<file path="config.mk">
export PLATFORM = sky130hd
export DESIGN_NAME = param_seq_multiplier
export DESIGN_NICKNAME = d
export VERILOG_FILES = /design/src/rtl/param_seq_multiplier.sv
export SDC_FILE = /design/constraint.sdc
export NUM_CORES = 1
export LEC_CHECK = 0
export CORE_MARGIN = 3
export CORE_UTILIZATION = 62
export DETAILED_ROUTE_END_ITERATION = 7
export DONT_BUFFER_PORTS = 1
export HOLD_SLACK_MARGIN = 0.08
export PLACE_DENSITY = 0.78
export SLEW_MARGIN = 20
export SYNTH_ARGS = -nofsm -noshare
export SYNTH_HDL_FRONTEND = slang
export SYNTH_SLANG_ARGS = --single-unit
</file>
<file path="constraint.sdc">
create_clock -name Clock -period 2.7 [get_ports Clock]
set_clock_uncertainty 0.05 [all_clocks]
set_input_delay 0.54 -clock Clock [delete_from_list [all_inputs] [get_ports Clock]]
set_output_delay 0.54 -clock Clock [all_outputs]
set_load 0.005 [all_outputs]
</file>
<file path="src/rtl/param_seq_multiplier.sv">
// param_seq_multiplier
//   Sequential shift-add multiplier with a WIDTH-bit operand width and a
//   per-operation signed/unsigned mode. The Start/Done/Ack handshake runs
//   IDLE -> CALC (WIDTH steps) -> DONE -> IDLE.
//
// Ports
//   Clock         in   system clock, rising edge
//   Reset         in   asynchronous active-low reset
//   Start         in   operation request, sampled only in IDLE
//   Ack           in   result acknowledge, sampled only in DONE
//   Signed_Mode   in   1 = two's-complement operands, sampled with Start
//   Multiplier_Q  in   multiplicand, sampled with Start
//   Multiplier_R  in   multiplier, sampled with Start
//   Multiplier_P  out  registered 2*WIDTH-bit product, held until next result
//   Done          out  high in DONE
//   Busy          out  high in CALC
module param_seq_multiplier #(
    parameter int unsigned WIDTH = 4
) (
    input  logic                 Clock,
    input  logic                 Reset,
    input  logic                 Start,
    input  logic                 Ack,
    input  logic                 Signed_Mode,
    input  logic [WIDTH-1:0]     Multiplier_Q,
    input  logic [WIDTH-1:0]     Multiplier_R,
    output logic [2*WIDTH-1:0]   Multiplier_P,
    output logic                 Done,
    output logic                 Busy
);

    localparam int unsigned CntW = $clog2(WIDTH + 1);

    localparam logic [WIDTH-1:0]   OneW = WIDTH'(1);
    localparam logic [2*WIDTH-1:0] OneP = (2*WIDTH)'(1);
    localparam logic [CntW-1:0]    OneC = CntW'(1);

    typedef enum logic [1:0] {
        StIdle,
        StCalc,
        StDone
    } state_e;

    state_e               state_q, state_d;
    logic [2*WIDTH:0]     acc_q, acc_d;
    logic [WIDTH-1:0]     q_reg_q, q_reg_d;
    logic [WIDTH-1:0]     r_reg_q, r_reg_d;
    logic                 neg_q, neg_d;
    logic [CntW-1:0]      cnt_q, cnt_d;
    logic [2*WIDTH-1:0]   p_q, p_d;

    // Upper half of the accumulator is WIDTH+1 bits so the add carry is kept.
    logic [WIDTH:0]       upper_sum;
    logic [2*WIDTH:0]     acc_shift;

    always_comb begin
        state_d   = state_q;
        acc_d     = acc_q;
        q_reg_d   = q_reg_q;
        r_reg_d   = r_reg_q;
        neg_d     = neg_q;
        cnt_d     = cnt_q;
        p_d       = p_q;
        upper_sum = acc_q[2*WIDTH:WIDTH];
        acc_shift = acc_q;

        case (state_q)
            StIdle: begin
                if (Start) begin
                    state_d = StCalc;
                    acc_d   = '0;
                    cnt_d   = CntW'(WIDTH);
                    if (Signed_Mode) begin
                        // Magnitude of the most-negative value wraps to 2^(WIDTH-1),
                        // which is exactly right as an unsigned magnitude.
                        q_reg_d = Multiplier_Q[WIDTH-1] ? (~Multiplier_Q + OneW) : Multiplier_Q;
                        r_reg_d = Multiplier_R[WIDTH-1] ? (~Multiplier_R + OneW) : Multiplier_R;
                        neg_d   = Multiplier_Q[WIDTH-1] ^ Multiplier_R[WIDTH-1];
                    end else begin
                        q_reg_d = Multiplier_Q;
                        r_reg_d = Multiplier_R;
                        neg_d   = 1'b0;
                    end
                end
            end

            StCalc: begin
                if (r_reg_q[0]) begin
                    upper_sum = acc_q[2*WIDTH:WIDTH] + {1'b0, q_reg_q};
                end
                acc_shift = {upper_sum, acc_q[WIDTH-1:0]} >> 1;
                acc_d     = acc_shift;
                r_reg_d   = r_reg_q >> 1;
                cnt_d     = cnt_q - OneC;
                if (cnt_q == OneC) begin
                    state_d = StDone;
                    // Negating zero gives zero, so no negative-zero pattern exists.
                    p_d     = neg_q ? (~acc_shift[2*WIDTH-1:0] + OneP)
                                    : acc_shift[2*WIDTH-1:0];
                end
            end

            StDone: begin
                if (Ack) begin
                    state_d = StIdle;
                end
            end

            default: begin
                state_d = StIdle;
            end
        endcase
    end

    always_ff @(posedge Clock or negedge Reset) begin
        if (!Reset) begin
            state_q <= StIdle;
            acc_q   <= '0;
            q_reg_q <= '0;
            r_reg_q <= '0;
            neg_q   <= 1'b0;
            cnt_q   <= '0;
            p_q     <= '0;
        end else begin
            state_q <= state_d;
            acc_q   <= acc_d;
            q_reg_q <= q_reg_d;
            r_reg_q <= r_reg_d;
            neg_q   <= neg_d;
            cnt_q   <= cnt_d;
            p_q     <= p_d;
        end
    end

    // Outputs decode registered state only; no input-to-output path.
    assign Multiplier_P = p_q;
    assign Done         = (state_q == StDone);
    assign Busy         = (state_q == StCalc);

endmodule
</file>
==> metrics.txt <==
# TYPE chip_impl_metric gauge
chip_impl_metric{name="syn_area_per_cell",unit="sq um"} 9.34
chip_impl_metric{name="fraction_of_final_layout_cells_with_drive_strength_greater_than_1",unit="%"} 5.78
chip_impl_metric{name="drt-pass1-iter-count",unit=""} 4
chip_impl_metric{name="setup.reg_to_reg.worst_slack",unit="ns"} 0.49
chip_impl_metric{name="routedWlPerCell",unit="microns"} 14.6
chip_impl_metric{name="cp_data_required_time",unit="ns"} 2.86
chip_impl_metric{name="clkSinkCount",unit=""} 29
chip_impl_info{name="yosysTopAreaCell",value="sky130_fd_sc_hd__dfrtp_1"} 1
chip_impl_metric{name="synthMuxAreaShare",unit="%"} 3.19
chip_impl_metric{name="power.density_cell_area",unit="mW/mm^2"} 1080
chip_impl_metric{name="cts_hold_buffers",unit=""} 2
chip_impl_metric{name="drv_cap",unit=""} 0
chip_impl_metric{name="final.min_clock_period",unit="ns"} 2.21
chip_impl_info{name="hp-class",value="in2reg"} 1
chip_impl_metric{name="via_count_of_the_first_global_routing_pass",unit=""} 1225
chip_impl_metric{name="synthXorXnorAreaFrac",unit="%"} 5.58
chip_impl_metric{name="total_negative_setup_slacks",unit="ns"} 0
chip_impl_metric{name="route.final.wire_length",unit="mm"} 2.93
chip_impl_metric{name="post_cts_resized",unit=""} 0
chip_impl_metric{name="worst_slew_pin_slew",unit="ns"} 0.603
chip_impl_metric{name="yosysSeqAreaShare",unit="%"} 46.3
chip_impl_metric{name="gpl.final_weighted_congestion",unit=""} 0.779
chip_impl_metric{name="clock_insertion_delay_worst_skew",unit="ns"} 0.34
chip_impl_metric{name="finalHoldViolCount",unit=""} 0
chip_impl_metric{name="critPathArrivalTime",unit="ns"} 2.37
chip_impl_metric{name="globalRoute.totalOverflow",unit=""} 0
chip_impl_metric{name="fp.dieH",unit="microns"} 56.3
chip_impl_metric{name="yosys.area_share.simple",unit="%"} 15.4
chip_impl_metric{name="max_freq",unit="MHz"} 452
chip_impl_info{name="reg2reg_to",value="Multiplier_P[7]"} 1
chip_impl_info{name="worstHoldStart",value="Ack"} 1
chip_impl_metric{name="critical-path-max-stage-delay",unit="ns"} 0.40
chip_impl_info{name="cp_top_family",value="compound AO/OA/AOI/OAI gates"} 1
chip_impl_metric{name="timing.final.setup_violations",unit=""} 0
chip_impl_metric{name="netlist_instances",unit=""} 168
chip_impl_metric{name="leakage",unit="nW"} 0.788
chip_impl_info{name="worst_r2r_startpoint",value="acc_q[7]"} 1
chip_impl_metric{name="cell_internal_power",unit="mW"} 1.03
chip_impl_metric{name="worst_r2r_path_depth",unit=""} 7
chip_impl_metric{name="floorplan_core_area",unit="sq mm"} 0.00230
chip_impl_metric{name="floorplan.initialDensity",unit="%"} 68.3
chip_impl_metric{name="hold_path_cells",unit=""} 1
chip_impl_metric{name="clk_pin_slew_worst_paths",unit="ns"} 0.09
chip_impl_metric{name="period_share",unit="%"} 82.0
chip_impl_metric{name="detail_route.iter0.violations",unit=""} 16
chip_impl_metric{name="num_io_pins",unit=""} 23
chip_impl_metric{name="synthToLayoutAreaGrowth",unit="%"} 6.38
chip_impl_metric{name="holdWs",unit="ns"} 0.258
chip_impl_info{name="hold_path_end",value="state_q[1]"} 1
chip_impl_info{name="top_cells_by_area_in_the_synthesized_netlist",value="sky130_fd_sc_hd__dfrtp_1 46%, sky130_fd_sc_hd__o21ai_0 8.0%, sky130_fd_sc_hd__ha_1 7.2%"} 1
chip_impl_info{name="mostFrequentLayoutCell",value="sky130_fd_sc_hd__dfrtp_1"} 1
chip_impl_metric{name="groute.usage.overall",unit="%"} 21.2
chip_impl_metric{name="ys_ff_latch",unit=""} 29
chip_impl_metric{name="postPlaceCellArea",unit="sq mm"} 0.00159
chip_impl_metric{name="yosysWarnings",unit=""} 0
chip_impl_info{name="mostFrequentLayoutCells",value="29 x sky130_fd_sc_hd__dfrtp_1, 25 x sky130_fd_sc_hd__o21ai_0, 23 x sky130_fd_sc_hd__nand2_1, 12 x sky130_fd_sc_hd__inv_1, 12 x sky130_fd_sc_hd__nand3_1"} 1
chip_impl_metric{name="slew_viol_final",unit=""} 0
chip_impl_metric{name="cp.buffers_inverters",unit=""} 0
chip_impl_metric{name="numCtsBuffers",unit=""} 5
chip_impl_metric{name="route.vias.total",unit=""} 1216
chip_impl_metric{name="cts.path.max_buffers",unit=""} 2
chip_impl_metric{name="synth_compound_area_share",unit="%"} 16.5
chip_impl_metric{name="share_of_synthesized_cell_area_in_full_adder_half_adder_and_majority_cells",unit="%"} 8.45
chip_impl_metric{name="cts_setup_buffers",unit=""} 0
chip_impl_metric{name="netlist-cell-type-count",unit=""} 30
chip_impl_info{name="startpoint_type_of_the_worst_setup_path",value="flop"} 1
chip_impl_metric{name="irDropWorstVdd",unit="mV"} 0.712
chip_impl_metric{name="nets",unit=""} 195
chip_impl_info{name="clockRootBuffer",value="sky130_fd_sc_hd__clkbuf_4"} 1
chip_impl_metric{name="part_of_the_power_in_registers",unit="%"} 42.8
chip_impl_metric{name="die_width",unit="microns"} 56.3
chip_impl_metric{name="drtAntennaViolNets",unit=""} 0
chip_impl_info{name="critical_path.endpoint_type",value="flop"} 1
chip_impl_metric{name="post-route-cell-area",unit="sq mm"} 0.00167
chip_impl_metric{name="fraction_of_post_synthesis_cell_area_in_the_top_cell_type_by_area",unit="%"} 46.3
chip_impl_metric{name="placement.io_buffers",unit=""} 0
chip_impl_info{name="timing.setup.critical_path_class",value="reg2reg"} 1
chip_impl_metric{name="worst-path-max-fanout",unit=""} 4
chip_impl_metric{name="synthesis.nets",unit=""} 191
chip_impl_info{name="run_status",value="complete, no violations"} 1
chip_impl_metric{name="power.combinational.fraction",unit="%"} 43.3
chip_impl_metric{name="global_route_wire_length_before_repair",unit="mm"} 5.17
chip_impl_metric{name="dieArea",unit="sq mm"} 0.00317
chip_impl_info{name="grt_setup_unrepaired",value="false"} 1
chip_impl_metric{name="grt_max_degree",unit=""} 30
chip_impl_metric{name="core.rowCount",unit=""} 17
chip_impl_metric{name="synthesis.area",unit="sq mm"} 0.00157
chip_impl_metric{name="worst_slew_slack_as_a_fraction_of_its_limit",unit="%"} 59.7
chip_impl_info{name="cts_tree",value="yes"} 1
chip_impl_metric{name="sw_frac_of_total",unit="%"} 43.0
chip_impl_metric{name="total_switching_power",unit="mW"} 0.779
chip_impl_info{name="largest_family_of_logic_cells_by_synthesized_area",value="compound AO/OA/AOI/OAI gates"} 1
chip_impl_metric{name="clock_power_share",unit="%"} 13.9
chip_impl_info{name="critical-path-slowest-cell",value="sky130_fd_sc_hd__dfrtp_1"} 1
chip_impl_metric{name="antenna_cells_inserted",unit=""} 0
chip_impl_metric{name="dp_hpwl",unit="mm"} 2.11
chip_impl_info{name="crit_chain",value="ha_1 -> nor2b_1 -> a311o_1 -> a311oi_2 -> a41o_1 -> xnor2_1 -> o21ai_1"} 1
chip_impl_metric{name="detail_route.vias_per_cell",unit=""} 6.05
chip_impl_metric{name="antenna_violations_before_repair",unit=""} 0
chip_impl_metric{name="htreeDepth",unit=""} 2
chip_impl_metric{name="drt_drc_violations_left",unit=""} 0
chip_impl_metric{name="fillCellCount",unit=""} 179
## Yosys cell counts (all sizes together)
| master | number |
|---|---|
| mux2i | 5 |
| a21oi | 3 |
| xnor2 | 6 |
| inv | 12 |
| and3b | 1 |
| clkbuf | 5 |
| buf | 1 |
| nand3 | 12 |
| and2 | 1 |
| a41o | 1 |
| o21ai | 27 |
| o31ai | 3 |
| nor2b | 4 |
| a22oi | 3 |
| clkinv | 1 |
| dfrtp | 29 |
| nor4b | 1 |
| xor2 | 4 |
| a311o | 1 |
| nand2b | 3 |
| nand2 | 23 |
| nor2 | 6 |
| fa | 1 |
| nor3 | 1 |
| ha | 9 |
| a41oi | 1 |
| a31oi | 2 |
| a311oi | 1 |
| a211oi | 1 |
## power groups by stage
stage	Sequential, mW	Combinational [mW]	Clock (mW)
after global routing	0.801	0.903	0.273
after detailed placement	0.781	0.770	0
after global placement	0.764	0.728	0
final	0.774	0.784	0.252
after floorplan	0.722	0.649	0
after CTS	0.771	0.786	0.254
## stage by stage
stage / instances / utilization, % / power, mW / setup slack, ns
3_5_place_dp: 191 / 69.1 / 1.55 / 0.478
6_report: 201 / 72.7 / 1.81 / 0.487
2_1_floorplan: 168 / - / 1.37 / 0.648
4_1_cts: 201 / 72.7 / 1.81 / 0.464
3_3_place_gp: 191 / 69.1 / 1.49 / 0.569
5_1_grt: 201 / 72.7 / 1.98 / 0.355
## worst register-to-register path: stages (launching register included)
cell	delay (ns)
sky130_fd_sc_hd__dfrtp_1	0.40
sky130_fd_sc_hd__ha_1	0.34
sky130_fd_sc_hd__nor2b_1	0.17
sky130_fd_sc_hd__a311o_1	0.36
sky130_fd_sc_hd__a311oi_2	0.35
sky130_fd_sc_hd__a41o_1	0.24
sky130_fd_sc_hd__xnor2_1	0.12
sky130_fd_sc_hd__o21ai_1	0.07
## routing by layer
layer | track usage, % | wire length [microns] | vias to the layer above
li1 | - | - | 591
met1 | 24.2 | 1230 | 570
met2 | 34.9 | 1380 | 43
met3 | 5.52 | 200 | 12
met4 | 13.9 | 115 | 0
met5 | 0 | 0 | -
## area by class of cell
| cell class | instances | area [sq um] | share of cell area [%] |
|---|---|---|---|
| Timing Repair Buffer | 3 | 37.5 | 2.25 |
| Sequential cell | 29 | 726 | 43.5 |
| Multi-Input combinational cell | 120 | 771 | 46.2 |
| Clock buffer | 6 | 41.3 | 2.47 |
| Clock inverter | 2 | 10.0 | 0.600 |
| Tap cell | 28 | 35.0 | 2.10 |
| Inverter | 13 | 48.8 | 2.92 |
## cells by family (layout without fill, tap and decap cells)
group	after synthesis	count (layout)
xor gates and xnor gates	10	10
and+or+nand+nor	52	52
DFF	29	29
AOI/OAI and AO/OA	43	43
muxes	5	5
adders and majority gates	10	10
buffers and inverters	19	24
## worst max path at each step
stage	start	to	cells after the start
final	acc_q[7]	Multiplier_P[7]	7
after global routing	acc_q[4]	Multiplier_P[6]	8
after CTS	acc_q[7]	Multiplier_P[7]	7
after detailed placement	acc_q[7]	Multiplier_P[7]	7
after global placement	acc_q[7]	Multiplier_P[7]	7
after floorplan	acc_q[7]	Multiplier_P[7]	7
## flip-flops by register name, summed over array words and instances, names as in the netlist
signal,cells
Multiplier_P,8
acc_q,7
cnt_q,3
neg_q,1
q_reg_q,4
r_reg_q,4
state_q,2
(Power assumes the default switching activity.)
